`src/rtl/mac_pkg.sv`:
```
// Shared definitions for the MAC datapath: opcode and product-shift
// encodings, plus the saturation-constant helper.
package mac_pkg;

  localparam logic [2:0] OP_NOP  = 3'd0;
  localparam logic [2:0] OP_LT   = 3'd1;
  localparam logic [2:0] OP_MPY  = 3'd2;
  localparam logic [2:0] OP_APAC = 3'd3;
  localparam logic [2:0] OP_SPAC = 3'd4;
  localparam logic [2:0] OP_LTA  = 3'd5;
  localparam logic [2:0] OP_MAC  = 3'd6;
  localparam logic [2:0] OP_ZAC  = 3'd7;

  localparam logic [1:0] PM_NONE = 2'd0;
  localparam logic [1:0] PM_SL1  = 2'd1;
  localparam logic [1:0] PM_SL4  = 2'd2;
  localparam logic [1:0] PM_SR6  = 2'd3;

  // Widest accumulator the helper can describe.
  localparam int unsigned SAT_W = 128;

  // Signed max (neg = 0) or signed min (neg = 1) of a w-bit word,
  // right-aligned in SAT_W bits; callers truncate to their width.
  function automatic logic [SAT_W-1:0] sat_value(input int unsigned w, input logic neg);
    logic [SAT_W-1:0] r;
    r = '0;
    for (int unsigned i = 0; i < w - 1; i++) r[i] = 1'b1;
    if (neg) begin
      r = ~r;
      for (int unsigned i = w; i < SAT_W; i++) r[i] = 1'b0;
    end
    return r;
  endfunction

endpackage

```
`src/rtl/mac_mult_stage.sv`:
```
// Registered signed WIDTH x WIDTH multiplier with a valid bit.
//   clk, reset : clock, asynchronous active-high reset
//   start      : capture a*b this edge
//   a, b       : signed operands
//   busy       : stage holds an unretired product
//   p_we       : write enable for the P register (product retires)
//   product    : registered 2*WIDTH-bit product
module mac_mult_stage #(
  parameter int WIDTH = 16
) (
  input  logic                      clk,
  input  logic                      reset,
  input  logic                      start,
  input  logic signed [WIDTH-1:0]   a,
  input  logic signed [WIDTH-1:0]   b,
  output logic                      busy,
  output logic                      p_we,
  output logic signed [2*WIDTH-1:0] product
);

  logic                      valid;
  logic signed [2*WIDTH-1:0] prod_q;

  always_ff @(posedge clk or posedge reset) begin
    if (reset) begin
      valid  <= 1'b0;
      prod_q <= '0;
    end else begin
      valid <= start;
      if (start) prod_q <= (2*WIDTH)'(a) * (2*WIDTH)'(b);
    end
  end

  assign busy    = valid;
  assign p_we    = valid;
  assign product = prod_q;

endmodule

```
`src/rtl/mac_pipeline.sv`:
```
// Parametrised multiply-accumulate datapath (T / P / ACC) with a
// registered multiplier, P-reader interlock, product shift, optional
// saturation and a sticky overflow flag.
//   clk, reset      : clock, asynchronous active-high reset
//   op_valid/ready  : op handshake; ready drops for P readers while busy
//   op_code, operand: operation and signed data-bus operand
//   ovm             : 1 = saturate ACC on overflow, 0 = wrap
//   pm              : product shift (none, <<1, <<4, >>>6)
//   clr_ovf         : clears ovf_flag (an overflow on the same edge wins)
//   t_out, p_out, acc_out, ovf_flag, busy : architectural state
module mac_pipeline
  import mac_pkg::*;
#(
  parameter int WIDTH     = 16,
  parameter int ACC_WIDTH = 32
) (
  input  logic                 clk,
  input  logic                 reset,
  input  logic                 op_valid,
  output logic                 op_ready,
  input  logic [2:0]           op_code,
  input  logic [WIDTH-1:0]     operand,
  input  logic                 ovm,
  input  logic [1:0]           pm,
  input  logic                 clr_ovf,
  output logic [WIDTH-1:0]     t_out,
  output logic [2*WIDTH-1:0]   p_out,
  output logic [ACC_WIDTH-1:0] acc_out,
  output logic                 ovf_flag,
  output logic                 busy
);

  localparam logic [ACC_WIDTH-1:0] SAT_MAX = ACC_WIDTH'(sat_value(ACC_WIDTH, 1'b0));
  localparam logic [ACC_WIDTH-1:0] SAT_MIN = ACC_WIDTH'(sat_value(ACC_WIDTH, 1'b1));

  logic signed [WIDTH-1:0]     t_q, t_d;
  logic signed [2*WIDTH-1:0]   p_q, product;
  logic signed [ACC_WIDTH-1:0] acc_q, acc_d, p_ext, shp, acc_arith;
  logic signed [ACC_WIDTH:0]   acc_x, shp_x, sum;
  logic                        ovf_q, ovf_d, ovf_now, acc_op;
  logic                        p_reader, accept, mul_start, p_we, mul_busy;

  mac_mult_stage #(.WIDTH(WIDTH)) u_mult (
    .clk    (clk),
    .reset  (reset),
    .start  (mul_start),
    .a      (t_q),
    .b      (operand),
    .busy   (mul_busy),
    .p_we   (p_we),
    .product(product)
  );

  always_comb begin
    p_reader  = (op_code == OP_APAC) || (op_code == OP_SPAC) ||
                (op_code == OP_LTA)  || (op_code == OP_MAC);
    op_ready  = !(mul_busy && p_reader);
    accept    = op_valid && op_ready;
    mul_start = accept && ((op_code == OP_MPY) || (op_code == OP_MAC));
  end

  // Product shift and (ACC_WIDTH+1)-bit accumulate with overflow detect.
  always_comb begin
    p_ext = ACC_WIDTH'(p_q);
    unique case (pm)
      PM_SL1:  shp = p_ext <<< 1;
      PM_SL4:  shp = p_ext <<< 4;
      PM_SR6:  shp = p_ext >>> 6;
      default: shp = p_ext;
    endcase
    acc_x = (ACC_WIDTH+1)'(acc_q);
    shp_x = (ACC_WIDTH+1)'(shp);
    sum   = (op_code == OP_SPAC) ? acc_x - shp_x : acc_x + shp_x;
    ovf_now = sum[ACC_WIDTH] != sum[ACC_WIDTH-1];
    if (ovf_now && ovm) acc_arith = sum[ACC_WIDTH] ? SAT_MIN : SAT_MAX;
    else                acc_arith = sum[ACC_WIDTH-1:0];
  end

  always_comb begin
    t_d    = t_q;
    acc_d  = acc_q;
    acc_op = 1'b0;
    if (accept) begin
      unique case (op_code)
        OP_LT:   t_d = operand;
        OP_APAC, OP_SPAC, OP_MAC: begin
          acc_d  = acc_arith;
          acc_op = 1'b1;
        end
        OP_LTA: begin
          t_d    = operand;
          acc_d  = acc_arith;
          acc_op = 1'b1;
        end
        OP_ZAC:  acc_d = '0;
        default: ;
      endcase
    end
    if (acc_op && ovf_now) ovf_d = 1'b1;
    else if (clr_ovf)      ovf_d = 1'b0;
    else                   ovf_d = ovf_q;
  end

  always_ff @(posedge clk or posedge reset) begin
    if (reset) begin
      t_q   <= '0;
      p_q   <= '0;
      acc_q <= '0;
      ovf_q <= 1'b0;
    end else begin
      t_q   <= t_d;
      acc_q <= acc_d;
      ovf_q <= ovf_d;
      if (p_we) p_q <= product;
    end
  end

  assign t_out    = t_q;
  assign p_out    = p_q;
  assign acc_out  = acc_q;
  assign ovf_flag = ovf_q;
  assign busy     = mul_busy;

endmodule

```
`config.mk`:
```
export PLATFORM = sky130hd
export DESIGN_NAME = mac_pipeline
export DESIGN_NICKNAME = d
export VERILOG_FILES = /design/src/rtl/mac_pkg.sv /design/src/rtl/mac_mult_stage.sv /design/src/rtl/mac_pipeline.sv
export SDC_FILE = /design/constraint.sdc
export NUM_CORES = 1
export LEC_CHECK = 0
export ABC_AREA = 0
export BUFFER_PORTS_ARGS = -buffer_cell sky130_fd_sc_hd__buf_2
export CAP_MARGIN = 20
export CORE_MARGIN = 4
export CORE_UTILIZATION = 30
export DETAILED_ROUTE_END_ITERATION = 8
export PLACE_DENSITY = 0.51
export SYNTH_ARGS = -nofsm -noshare
export SYNTH_HDL_FRONTEND = slang
export SYNTH_SLANG_ARGS = --single-unit
```
`constraint.sdc`:
```
create_clock -name clk -period 6.6 [get_ports clk]
set_clock_uncertainty 0.1 [all_clocks]
set_input_delay 1.32 -clock clk [delete_from_list [all_inputs] [get_ports clk]]
set_output_delay 1.32 -clock clk [all_outputs]
set_load 0.02 [all_outputs]
```
-- Word-level counts from Yosys, hierarchy flattened
Cells that the tools add are included.
- add/subtract/negate cells: 2
- $mul: 1
- equality and inequality tests: 11
- multiplexer cells: 9
- reduce and logical (&&, ||, !) cells: 16
- operator list (cell ; count):
    case mux 32 bit (3 select lines) ; 1
    2-to-1 mux 32 bit ; 2
    case mux 32 bit (2 select lines) ; 1
    adder 32 x 32 -> 33 bit ; 1
    2-to-1 mux 33 bit ; 1
    subtractor 32 x 32 -> 33 bit ; 1
    multiplier 16 x 16 -> 32 bit ; 1
    equality test 3 bit, second input constant ; 4
    equality test 3 x 2 -> 1 bit, second input constant ; 2
    logical AND 1 bit ; 5
    equality test 2 bit, second input constant ; 2
    logical OR 1 bit ; 4
    2-to-1 mux 1 bit ; 4
    AND reduction 2 bit ; 2
    nonzero test 2 bit ; 2
    OR reduction 4 bit ; 1
    equality test 3 x 1 -> 1 bit, second input constant ; 1
    equality test 2 x 1 -> 1 bit, second input constant ; 1
    OR reduction 2 bit ; 1
    logical NOT 1 bit ; 1
    != test 1 bit ; 1
- register bits: 114
- input bits: 26
- output and inout port bits: 83
- logic and storage cells: 45

-- Logic depth before layout (Yosys ltp)
Gate-level depths: netlist of the first run.
- depth after elaboration: 10
- gate-level depth with buffers: 28
- depth with buffers taken out: 22

-- By module
From an unflattened synthesis of the first run, not the netlist that was laid out.
- cell total of the unflattened synthesis: 1812
- area, all modules: 17454.2 um^2
- modules (own cells, without submodules) (module ; times used ; cells an instance ; area each (um^2) ; seq. area each (um^2)):
    mac_mult_stage ; 1 ; 1208 ; 11217.0 ; 825.8
    mac_pipeline ; 1 ; 604 ; 6237.2 ; 2026.9

-- Worst setup path after synthesis of the first run
OpenSTA, ideal clock, no wires.
- path type: input to register
- start: input operand[1]
- end: register u_mult.prod_q[31], in the netlist u_mult.product[31]
- setup time: 0.124 ns
- data arrival time: 7.220 ns
- required time: 6.376 ns
- slack: -0.844 ns
- stages: 19
- path through: clkbuf_1 > nand2_1 > inv_1 > fa_1 > fa_1 > fa_1 > fa_1 > fa_1 > inv_1 > fa_1 > inv_1 > ha_1 > nand4_1 > or4b_2 > o2111a_1 > o31ai_1 > a21oi_1 > mux2i_1 > a211o_1
- longest elaborated chain between the ends: 1
- ends and longest elaborated chain (item ; RTL line ; source):
    start, declared ; mac_pipeline.sv:22 ; input logic [WIDTH-1:0] operand,
    multiplier 16 x 16 -> 32 bit ; mac_mult_stage.sv:30 ; if (start) prod_q <= (2*WIDTH)'(a) * (2*WIDTH)'(b);
    end signal, assigned ; mac_mult_stage.sv:30 ;
    end, declared ; mac_mult_stage.sv:22 ; logic signed [2*WIDTH-1:0] prod_q;
No other way between the ends.
A chain may end at the register's enable or synchronous reset.

-- Worst setup path in the final report of the first run
- start: input operand[12]
- end: register u_mult.prod_q[30], in the netlist u_mult.product[30]
Same word-level chain as after synthesis.

==> results of run 1 <==
## routing by layer
| layer | global-route usage | up-vias | routed length, µm |
|---|---|---|---|
| met3 | 0.0208 | 49 | 1620 |
| met1 | 0.213 | 6966 | 22000 |
| met5 | 0 | - | 0 |
| met4 | 0.0404 | 0 | 789 |
| li1 | - | 6500 | - |
| met2 | 0.283 | 260 | 23800 |
## final cells by class
class,instances,area [µm²]
Tap cell,756,946
Clock inverter,9,108
Multi-Input combinational cell,1325,13500
Timing Repair Buffer,343,2450
Inverter,313,1180
Fill cell,5664,35400
Sequential cell,114,2850
Antenna cell,1,2.50
Clock buffer,21,470
## tightest hold or removal path: stages (launching register included)
cell and delay [ps]:
dfrtp_1 330, nand2_1 50, o21ai_0 60
## synth_stat cells (30+ instances only)
cell type    n
inv_1      312
nand2_1    208
a21oi_1     64
dfrtp_1    114
ha_1       115
clkbuf_1    53
nor2_1      62
xnor2_1     58
o21ai_0     62
fa_1       263
mux2_2      53
xor2_1      30
and2_1     130
## state kept, by name, indices dropped and copies added (netlist names)
name            cells
acc_out            32
t_out              16
ovf_flag            1
u_mult.busy         1
u_mult.product     32
p_out              32
## worst max path at each step
stage | from | to | depth (start not counted)
final | operand[12] | u_mult.product[30]$_DFFE_PP0P_ | 22
after global routing | operand[5] | u_mult.product[30]$_DFFE_PP0P_ | 24
after CTS | operand[10] | u_mult.product[30]$_DFFE_PP0P_ | 22
after detailed placement | operand[2] | u_mult.product[30]$_DFFE_PP0P_ | 20
after global placement | operand[2] | u_mult.product[30]$_DFFE_PP0P_ | 20
after floorplan | operand[5] | u_mult.product[30]$_DFFE_PP0P_ | 22
## cells by family (layout without fill, tap and decap cells)
logic type / Yosys count / count (layout) / synth area share
simple gates: 510 / 510 / 0.145
buf+inv: 383 / 686 / 0.0855
fa+ha+maj: 378 / 378 / 0.386
compound gates: 265 / 265 / 0.104
flops: 114 / 114 / 0.164
xor+xnor: 88 / 88 / 0.0443
mux: 84 / 84 / 0.0716
other cells: 0 / 1 / 0
## timing repair
action | CTS | global route
resized for setup | 47 | 38
setup endpoints to repair | 9 | 40
setup buffers | 10 | 1
pin swaps | 35 | 20
## stage by stage
| step | util | instance area (µm²) |
|---|---|---|
| global placement | 0.361 | 20600 |
| global route | 0.378 | 21500 |
| CTS | 0.375 | 21400 |
| detailed placement | 0.361 | 20600 |
| floorplan | - | 17700 |
| finish | 0.378 | 21500 |
==> summary.txt, run 1 <==
Global route
  • Grt total ovfl: 0
  • Pin count of the biggest net entering global routing: 64
  • Initial antenna violation count: 1
  • Gr usage total: 0.162
  • Vias in the first global route: 15.0k
  • First-pass GRT wire length: 81600 µm

Logic synthesis
  • Yosys top cell area share: 0.303
  • Largest cells by area after synthesis: fa_1 30%, dfrtp_1 16%, ha_1 8.3%, inv_1 6.7%, and2_1 4.7%
  • Flops & latches, synth: 114
  • Dominant cell type by area after synthesis: fa_1
  • Top FF cell, synth: dfrtp_1
  • Mapped Area: 0.0174 mm²
  • Post-Syn Area per Cell: 9.54 µm²
  • Number of flops mapped to enable cells by yosys: 0
  • Share of synthesized registers carrying an async set or reset: 1.00
  • Seq/Total Area, Yosys: 0.164
  • Synth unique cells: 70
  • Gate Count Post-Synth: 1822
  • Syn Nets: 2226
  • Syn. warnings: 0

Routing
  • Drt first pass iters: 5
  • Iter 0 DRT Violations: 609
  • Via count: 13.8k
  • DRC viols: 0
  • Routed wire length: 48300 µm
  • Vias/cell: 4.78
  • Routed length per instance: 16.7 µm
  • Antenna viol nets, final: 0

Floorplan
  • Die area: 0.0619 mm²
  • Chip Width: 249 µm
  • Number of core rows: 87
  • Core area: 0.0569 mm²
  • Initial core utilization: 0.305
  • Ports: 109
  • Die height: 249 µm

Critical path
  • Top Family by Delay on Critical Path: adder cells
  • Most frequent CP cell: fa_1
  • Critical Path RT: 6890 ps
  • Reg2reg path depth: 21
  • CP Class: in2reg
  • Slowest stage cell, crit path: fa_1
  • Critical Path, Cell by Cell: buf_2 > and2_4 > fa_1 > inv_1 > fa_1 > inv_1 > fa_1 > fa_1 > fa_1 > inv_1 > fa_1 > inv_1 > ha_4 > nand2_1 > or4_4 > o211ai_1 > o41ai_2 > buf_4 > a21oi_4 > o41ai_4 > or4_1 > nand3_2
  • Buf/Inv on CP: 6
  • Crit-path max FO: 3
  • Worst r2r src: t_out[8]$_DFFE_PP0P_
  • Reg-to-Reg End: u_mult.product[30]$_DFFE_PP0P_
  • Flop-to-flop setup slack: 60 ps
  • Worst EP arrival: 7040 ps
  • CP peak stage delay: 550 ps
  • Worst setup EP type: register
  • Startpoint Class: input pin

Clocking
  • TritonCTS clock tree: built
  • CTS Sinks: 114
  • Root Driver: clkbuf_16
  • TritonCTS Buffers: 17
  • Worst-skew pair later-pin latency: 460 ps
  • Htree depth: 4
  • Post-CTS Hold Buffers: 0
  • Clock buffer depth: 2
  • Clk pin slew, worst setup/hold paths: 50 ps

Finish
  • Most common cell after layout, fill and taps aside: inv_1
  • Final nets: 2518
  • Layout Cells excl Fill: 2882
  • Most frequent cells in the layout: 298 x inv_1, 252 x fa_1, 228 x buf_4
  • Layout cell share with drive strength beyond 1: 0.257
  • Area growth syn-to-layout: 23.7%

Worst hold path
  • Min-delay worst type: reg2reg
  • Min-delay src: u_mult.product[10]$_DFFE_PP0P_
  • Hold endpoint: u_mult.product[10]$_DFFE_PP0P_
  • Hold path depth: 2

Timing
  • Final Critical Period: 6750 ps
  • Worst setup margin: -152 ps
  • Fin crit share: 1.02
  • Slew headroom: 0.397
  • Max Fclk: 148 MHz
  • Setup TNS: -307 ps
  • Final Hold Viols: 0
  • Max Slew Vio Count: 0
  • Slew @ Worst Pin: 904 ps
  • Setup Viol. Count Final: 4
  • RSZ-0062 raised after global routing: yes
  • WHS: 375 ps

Placement
  • Placed cell count: 2842
  • DP Wirelength: 40100 µm
  • Number of buffers added on ports: 108
  • Global placement routability congestion: 0.877
  • Pre-CTS WS: -772 ps

Outcome
  • Status: complete, but fails checks
  • Violated checks: setup timing

Flow run
  • Count of max-cap constraint violations: 0
Power of run 1 is left out: the tool's default activity adds up to more than one toggle a clock period on the data nets, which glitch-free logic cannot reach.
==> run 2, diff against run 1 <==
--- a/config.mk
+++ b/config.mk
@@ -10,7 +10,7 @@
 export CAP_MARGIN = 20
 export CORE_MARGIN = 4
-export CORE_UTILIZATION = 30
+export CORE_UTILIZATION = 35
 export DETAILED_ROUTE_END_ITERATION = 8
-export PLACE_DENSITY = 0.51
+export PLACE_DENSITY = 0.57
 export SYNTH_ARGS = -nofsm -noshare
 export SYNTH_HDL_FRONTEND = slang
==> constraint.sdc (replaced) <==
create_clock -name clk -period 6.6 [get_ports clk]
set_clock_uncertainty 0.1 [all_clocks]
set_input_delay 0.66 -clock clk [delete_from_list [all_inputs] [get_ports clk]]
set_output_delay 0.66 -clock clk [all_outputs]
set_load 0.02 [all_outputs]
==> run 2 against run 1 <==
  * Highest routed layer unchanged
  * First-iteration DRC count increased by 16%
  * Routed wire length is 6.7% lower
  * Via count shrank 3.5%
  * Register-to-register slack better by 210 ps
  * Hold slack got worse by 260 ps
  * The run now ends clean
==> summary.txt, run 2 (synthesis results as in run 1) <==
Routing
  • Vias/cell: 4.95 (was 4.78)
  • Drt first pass iters: 7 (was 5)
  • Routed wire length: 45000 µm (was 48300 µm)
  • Via count: 13.3k (was 13.8k)
  • DRC viols: 0 (unchanged)
  • Antenna viol nets, final: 0 (unchanged)
  • Routed length per instance: 16.8 µm (was 16.7 µm)
  • Iter 0 DRT Violations: 705 (was 609)

Critical path
  • Flop-to-flop setup slack: 270 ps (was 60 ps)
  • Startpoint Class: register (was input pin)
  • Worst setup EP type: register (unchanged)
  • Critical Path, Cell by Cell: buf_4 > nand2_1 > fa_1 > inv_1 > fa_1 > fa_1 > fa_1 > fa_1 > inv_1 > fa_1 > inv_1 > ha_1 > nand4_1 > or4b_2 > o2111a_1 > o31ai_4 > a21oi_1 > mux2i_1 > a211o_1 (was buf_2 > and2_4 > fa_1 > inv_1 > fa_1 > inv_1 > fa_1 > fa_1 > fa_1 > inv_1 > fa_1 > inv_1 > ha_4 > nand2_1 > or4_4 > o211ai_1 > o41ai_2 > buf_4 > a21oi_4 > o41ai_4 > or4_1 > nand3_2)
  • CP Class: reg2reg (was in2reg)
  • Buf/Inv on CP: 4 (was 6)
  • Slowest stage cell, crit path: or4b_2 (was fa_1)
  • Reg-to-Reg End: u_mult.product[31]$_DFFE_PP0P_ (was u_mult.product[30]$_DFFE_PP0P_)
  • Reg2reg path depth: 19 (was 21)
  • CP peak stage delay: 630 ps (was 550 ps)
  • Top Family by Delay on Critical Path: adder cells (unchanged)
  • Crit-path max FO: 11 (was 3)
  • Critical Path RT: 6850 ps (was 6890 ps)
  • Worst EP arrival: 6580 ps (was 7040 ps)
  • Most frequent CP cell: fa_1 (unchanged)
  • Worst r2r src: t_out[10]$_DFFE_PP0P_ (was t_out[8]$_DFFE_PP0P_)

Finish
  • Layout cell share with drive strength beyond 1: 0.188 (was 0.257)
  • N_diodes: 0 (was 1)
  • Post-route cell area: 0.0201 mm² (was 0.0215 mm²)
  • Layout Cells excl Fill: 2686 (was 2882)
  • Most frequent cells in the layout: 311 x inv_1, 261 x fa_1, 208 x nand2_1 (was 298 x inv_1, 252 x fa_1, 228 x buf_4)
  • Most common cell after layout, fill and taps aside: inv_1 (unchanged)
  • Final nets: 2414 (was 2518)
  • Area growth syn-to-layout: 15.9% (was 23.7%)

Outcome
  • Status: complete, no violations (was complete, but fails checks)

Floorplan
  • Die area: 0.0533 mm² (was 0.0619 mm²)
  • Initial core utilization: 0.354 (was 0.305)
  • Die height: 231 µm (was 249 µm)
  • Core area: 0.0491 mm² (was 0.0569 mm²)
  • Ports: 109 (unchanged)
  • Number of core rows: 81 (was 87)
  • Chip Width: 231 µm (was 249 µm)

Clocking
  • TritonCTS Buffers: 17 (unchanged)
  • Clk pin slew, worst setup/hold paths: 60 ps (was 50 ps)
  • CTS Sinks: 114 (unchanged)
  • Clock buffer depth: 2 (unchanged)
  • Post-CTS Setup Repair Bufs: 0 (was 10)
  • Post-CTS Hold Buffers: 0 (unchanged)
  • Worst-skew pair later-pin latency: 460 ps (about the same)
  • Htree depth: 4 (unchanged)
  • TritonCTS clock tree: built (unchanged)
  • Root Driver: clkbuf_16 (unchanged)

Timing
  • Final Hold Viols: 0 (unchanged)
  • Fin crit share: 0.959 (was 1.02)
  • RSZ-0062 raised after global routing: yes (unchanged)
  • Final Critical Period: 6330 ps (was 6750 ps)
  • Setup Viol. Count Final: 0 (was 4)
  • Max Slew Vio Count: 0 (unchanged)
  • Slew headroom: 0.461 (was 0.397)
  • Max Fclk: 158 MHz (was 148 MHz)
  • Slew @ Worst Pin: 808 ps (was 904 ps)

Placement
  • Area post-placement: 0.0195 mm² (was 0.0206 mm²)
  • Number of buffers added on ports: 108 (unchanged)
  • Placed cell count: 2654 (was 2842)
  • DP Wirelength: 37700 µm (was 40100 µm)
  • Global placement routability congestion: 0.878 (was 0.877)

Global route
  • Vias in the first global route: 14.4k (was 15.0k)
  • Gr usage total: 0.177 (was 0.162)
  • Initial antenna violation count: 0 (was 1)
  • First-pass GRT wire length: 75700 µm (was 81600 µm)
  • Grt total ovfl: 0 (unchanged)
  • Pin count of the biggest net entering global routing: 67 (was 64)

Worst hold path
  • Min-delay worst type: in2async (was reg2reg)

Flow run
  • Count of max-cap constraint violations: 0 (unchanged)
[run 2: area by class of cell]
| type | instances | area, µm² |
|---|---|---|
| clock inverter | 13 | 161 |
| sequential | 114 | 2870 |
| inverter | 313 | 1180 |
| multi-input combinational | 1325 | 13100 |
| tap | 664 | 831 |
| fill | 4912 | 28900 |
| clock buffer | 18 | 429 |
| timing repair buffer | 239 | 1600 |
[run 2: worst max path at each step]
stage | startpoint | endpoint | slack (ps) | cells past startpoint
CTS | t_out[13]$_DFFE_PP0P_ | u_mult.product[31]$_DFFE_PP0P_ | 60 | 19
finish | t_out[10]$_DFFE_PP0P_ | u_mult.product[31]$_DFFE_PP0P_ | 270 | 19
global placement | operand[4] | u_mult.product[30]$_DFFE_PP0P_ | -100 | 21
global route | t_out[5]$_DFFE_PP0P_ | u_mult.product[30]$_DFFE_PP0P_ | -9 | 21
detailed placement | operand[2] | u_mult.product[30]$_DFFE_PP0P_ | -170 | 20
floorplan | operand[2] | u_mult.product[31]$_DFFE_PP0P_ | 20 | 19
[run 2: through the flow]
step | utilization | worst slack, ps | hold slack [ps] | setup TNS [ps]
floorplan | - | 15.0 | 340 | 0
finish | 0.411 | 269 | 119 | 0
global placement | 0.397 | -102 | 368 | -113
global route | 0.411 | -9.39 | 144 | -11.1
CTS | 0.410 | 56.8 | 327 | 0
detailed placement | 0.397 | -174 | 368 | -393
[run 2: what timing repair did]
action,in CTS,in global routing
endpoints found under the setup margin,0,8
endpoints found under the hold margin,0,0
gates resized for setup,0,16
[run 2: metal layers]
layer	part of all wire	track usage	up-vias	wire [µm]
met5	0	0	-	0
met4	0.016	0.0410	0	731
met3	0.051	0.0386	51	2320
met2	0.49	0.300	276	22000
met1	0.44	0.232	6665	20000
li1	-	-	6306	-
Power of run 2 is left out for the same reason.
==> run 3, diff against run 2 <==
Settings changed: ABC_AREA 0 to 1.
==> run 3 against run 2 <==
  * Die area is 3.3% higher
  * Final cell count is 15% higher
  * Critical path depth is 6 higher
  * Worst setup slack better by 51 ps
  * Synthesized cell count is 29% higher
  * Sequential share of layout area is 0.27 points higher
  * Largest cell class unchanged
==> summary.txt, run 3 <==
Outcome
  • Status: complete, no violations (unchanged)

Worst hold path
  • Min-delay worst type: in2async (unchanged)

Placement
  • Global placement routability congestion: 0.907 (was 0.878)
  • Number of buffers added on ports: 108 (unchanged)
  • Placed cell count: 3048 (was 2654)
  • DP Wirelength: 40600 µm (was 37700 µm)

Timing
  • Setup TNS: 0 ps (unchanged)
  • Max Slew Vio Count: 0 (unchanged)
  • Slew @ Worst Pin: 971 ps (was 808 ps)
  • Setup Viol. Count Final: 0 (unchanged)
  • Max Fclk: 159 MHz (was 158 MHz)
  • Fin crit share: 0.952 (was 0.959)
  • Final Critical Period: 6280 ps (was 6330 ps)
  • WHS: 252 ps (was 119 ps)
  • Final Hold Viols: 0 (unchanged)
  • Slew headroom: 0.352 (was 0.461)
  • RSZ-0062 raised after global routing: no (was yes)

Floorplan
  • Ports: 109 (unchanged)
  • Initial core utilization: 0.356 (was 0.354)
  • Core area: 0.0505 mm² (was 0.0491 mm²)
  • Chip Width: 235 µm (was 231 µm)
  • Die area: 0.0551 mm² (was 0.0533 mm²)
  • Number of core rows: 82 (was 81)
  • Die height: 235 µm (was 231 µm)

Routing
  • Drt first pass iters: 5 (was 7)
  • Routed wire length: 49800 µm (was 45000 µm)
  • Routed length per instance: 16.1 µm (was 16.8 µm)
  • Via count: 14.9k (was 13.3k)
  • DRC viols: 0 (unchanged)
  • Vias/cell: 4.85 (was 4.95)
  • Iter 0 DRT Violations: 1128 (was 705)
  • Antenna viol nets, final: 0 (unchanged)

Critical path
  • Flop-to-flop setup slack: 320 ps (was 270 ps)
  • Worst r2r src: t_out[9]$_DFFE_PP0P_ (was t_out[10]$_DFFE_PP0P_)
  • Critical Path RT: 6840 ps (was 6850 ps)
  • Reg-to-Reg End: u_mult.product[29]$_DFFE_PP0P_ (was u_mult.product[31]$_DFFE_PP0P_)
  • CP endpoint: u_mult.product[29]$_DFFE_PP0P_ (was u_mult.product[31]$_DFFE_PP0P_)
  • Worst setup EP type: register (unchanged)
  • Startpoint Class: register (unchanged)
  • Crit-path max FO: 12 (was 11)
  • CP Class: reg2reg (unchanged)
  • Worst EP arrival: 6520 ps (was 6580 ps)
  • Slowest stage cell, crit path: dfrtp_1 (was or4b_2)
  • Most frequent CP cell: fa_1 (unchanged)
  • Reg2reg path depth: 25 (was 19)
  • CP peak stage delay: 720 ps (was 630 ps)
  • Crit path from: t_out[9]$_DFFE_PP0P_ (was t_out[10]$_DFFE_PP0P_)

Finish
  • Most frequent cells in the layout: 597 x nand2_1, 501 x inv_1, 263 x fa_1 (was 311 x inv_1, 261 x fa_1, 208 x nand2_1)
  • Final nets: 2800 (was 2414)
  • Most common cell after layout, fill and taps aside: nand2_1 (was inv_1)
  • Layout cell share with drive strength beyond 1: 0.103 (was 0.188)
  • Fill count: 5306 (was 4912)
  • Layout Cells excl Fill: 3082 (was 2686)
  • Area growth syn-to-layout: 9.89% (was 15.9%)
  • Util after Layout: 0.391 (was 0.411)

Clocking
  • CTS Sinks: 114 (unchanged)
  • Htree depth: 4 (unchanged)
  • TritonCTS clock tree: built (unchanged)
  • Post-CTS Setup Repair Bufs: 0 (unchanged)
  • Worst-skew pair later-pin latency: 470 ps (was 460 ps)
  • Root Driver: clkbuf_16 (unchanged)
  • TritonCTS Buffers: 17 (unchanged)
  • Post_cts resized: 0 (unchanged)
  • Post-CTS Hold Buffers: 0 (unchanged)
  • Clock buffer depth: 2 (unchanged)
  • Clk pin slew, worst setup/hold paths: 70 ps (was 60 ps)

Logic synthesis
  • Flops & latches, synth: 114 (unchanged)
  • Dominant cell type by area after synthesis: fa_1 (unchanged)
  • Top cells by count, synth: 597 x nand2_1, 502 x inv_1, 263 x fa_1 (was 312 x inv_1, 263 x fa_1, 208 x nand2_1)
  • Cell with the most instances after synthesis: nand2_1 (was inv_1)
  • Gate Count Post-Synth: 2342 (was 1822)
  • Share of synthesized registers carrying an async set or reset: 1.00 (unchanged)
  • Yosys top cell area share: 0.293 (was 0.303)
  • Syn Nets: 2746 (was 2226)
  • Post-Syn Area per Cell: 7.68 µm² (was 9.54 µm²)
  • Largest cells by area after synthesis: fa_1 29%, dfrtp_1 16%, nand2_1 12%, inv_1 10%, ha_1 8.0% (was fa_1 30%, dfrtp_1 16%, ha_1 8.3%, inv_1 6.7%, and2_1 4.7%)
  • Top FF cell, synth: dfrtp_1 (unchanged)
  • Syn. warnings: 0 (unchanged)
  • Number of flops mapped to enable cells by yosys: 0 (unchanged)
  • Mapped Area: 0.0180 mm² (was 0.0174 mm²)
  • Synth unique cells: 50 (was 70)
  • Seq/Total Area, Yosys: 0.159 (was 0.164)

Global route
  • Initial antenna violation count: 2 (was 0)
  • Gr usage total: 0.187 (was 0.177)
  • Vias in the first global route: 15.7k (was 14.4k)
  • Grt total ovfl: 0 (unchanged)
  • Pin count of the biggest net entering global routing: 60 (was 67)
  • First-pass GRT wire length: 83900 µm (was 75700 µm)

Flow run
  • Count of max-cap constraint violations: 0 (unchanged)
-- run 3: cell count changes after synthesis, sizes merged, moves of 19 or more --
cell    change
nand4      +21
clkbuf     +29
mux2       -34
xnor2      -19
nand2     +397
a21oi      +27
a221o      -29
o21ai      +38
inv       +195
mux4       -27
nor2       +60
and2      -129
nand3      +95
-- run 3: routing by layer --
layer / share of wire / global-route usage
met5: 0 / 0
met4: 0.018 / 0.0496
met3: 0.054 / 0.0322
met2: 0.46 / 0.304
met1: 0.46 / 0.259
-- run 3: kinds of logic (layout without fill, tap and decap cells) --
group,count (synthesis),count (layout),share of synthesized area
xor gates and xnor gates,86,86,0.0419
AOI/OAI and AO/OA,237,237,0.0729
and+or+nand+nor,896,896,0.208
other,0,1,0
buffers and inverters,612,679,0.134
muxes,19,19,0.0119
adders and majority gates,378,378,0.373
DFF,114,114,0.159
-- run 3: worst min-delay path by stage --
stage	start	endpoint	slack [ps]	cells after the start
final	reset	p_out[3]$_DFFE_PP0P_	250	2
after global routing	clr_ovf	ovf_flag$_DFFE_PP0P_	270	2
after CTS	reset	u_mult.product[3]$_DFFE_PP0P_	250	2
after detailed placement	u_mult.product[3]$_DFFE_PP0P_	u_mult.product[3]$_DFFE_PP0P_	360	2
after global placement	u_mult.product[4]$_DFFE_PP0P_	u_mult.product[4]$_DFFE_PP0P_	370	2
after floorplan	u_mult.product[2]$_DFFE_PP0P_	u_mult.product[2]$_DFFE_PP0P_	340	2
-- run 3: worst max-delay path, delay by kind of cell, from the launching register on --
kind	cells	cell delay (ps)
AOI/OAI and AO/OA	3	420
adders and majority gates	7	3360
buffers and inverters	5	460
DFF	1	720
and+or+nand+nor	10	1070
-- run 3: layout make-up --
class | instances | area, µm² | area share
multi-input cells | 1616 | 12700 | 0.645
flip-flops and latches | 114 | 2870 | 0.145
inverters | 507 | 1910 | 0.0964
well taps | 672 | 841 | 0.0425
repair buffers | 140 | 813 | 0.0412
clock buffers | 18 | 439 | 0.0222
clock inverters | 14 | 153 | 0.00772
diodes | 1 | 2.50 | 0.000127
-- run 3: through the flow --
step / worst slack (ps) / cell area [µm²]
after floorplan: 445 / 18000
after detailed placement: 101 / 19100
after global routing: 6.04 / 19800
final: 320 / 19800
after CTS: 21.0 / 19700
after global placement: 20.5 / 19100
Power of run 3 is left out for the same reason.
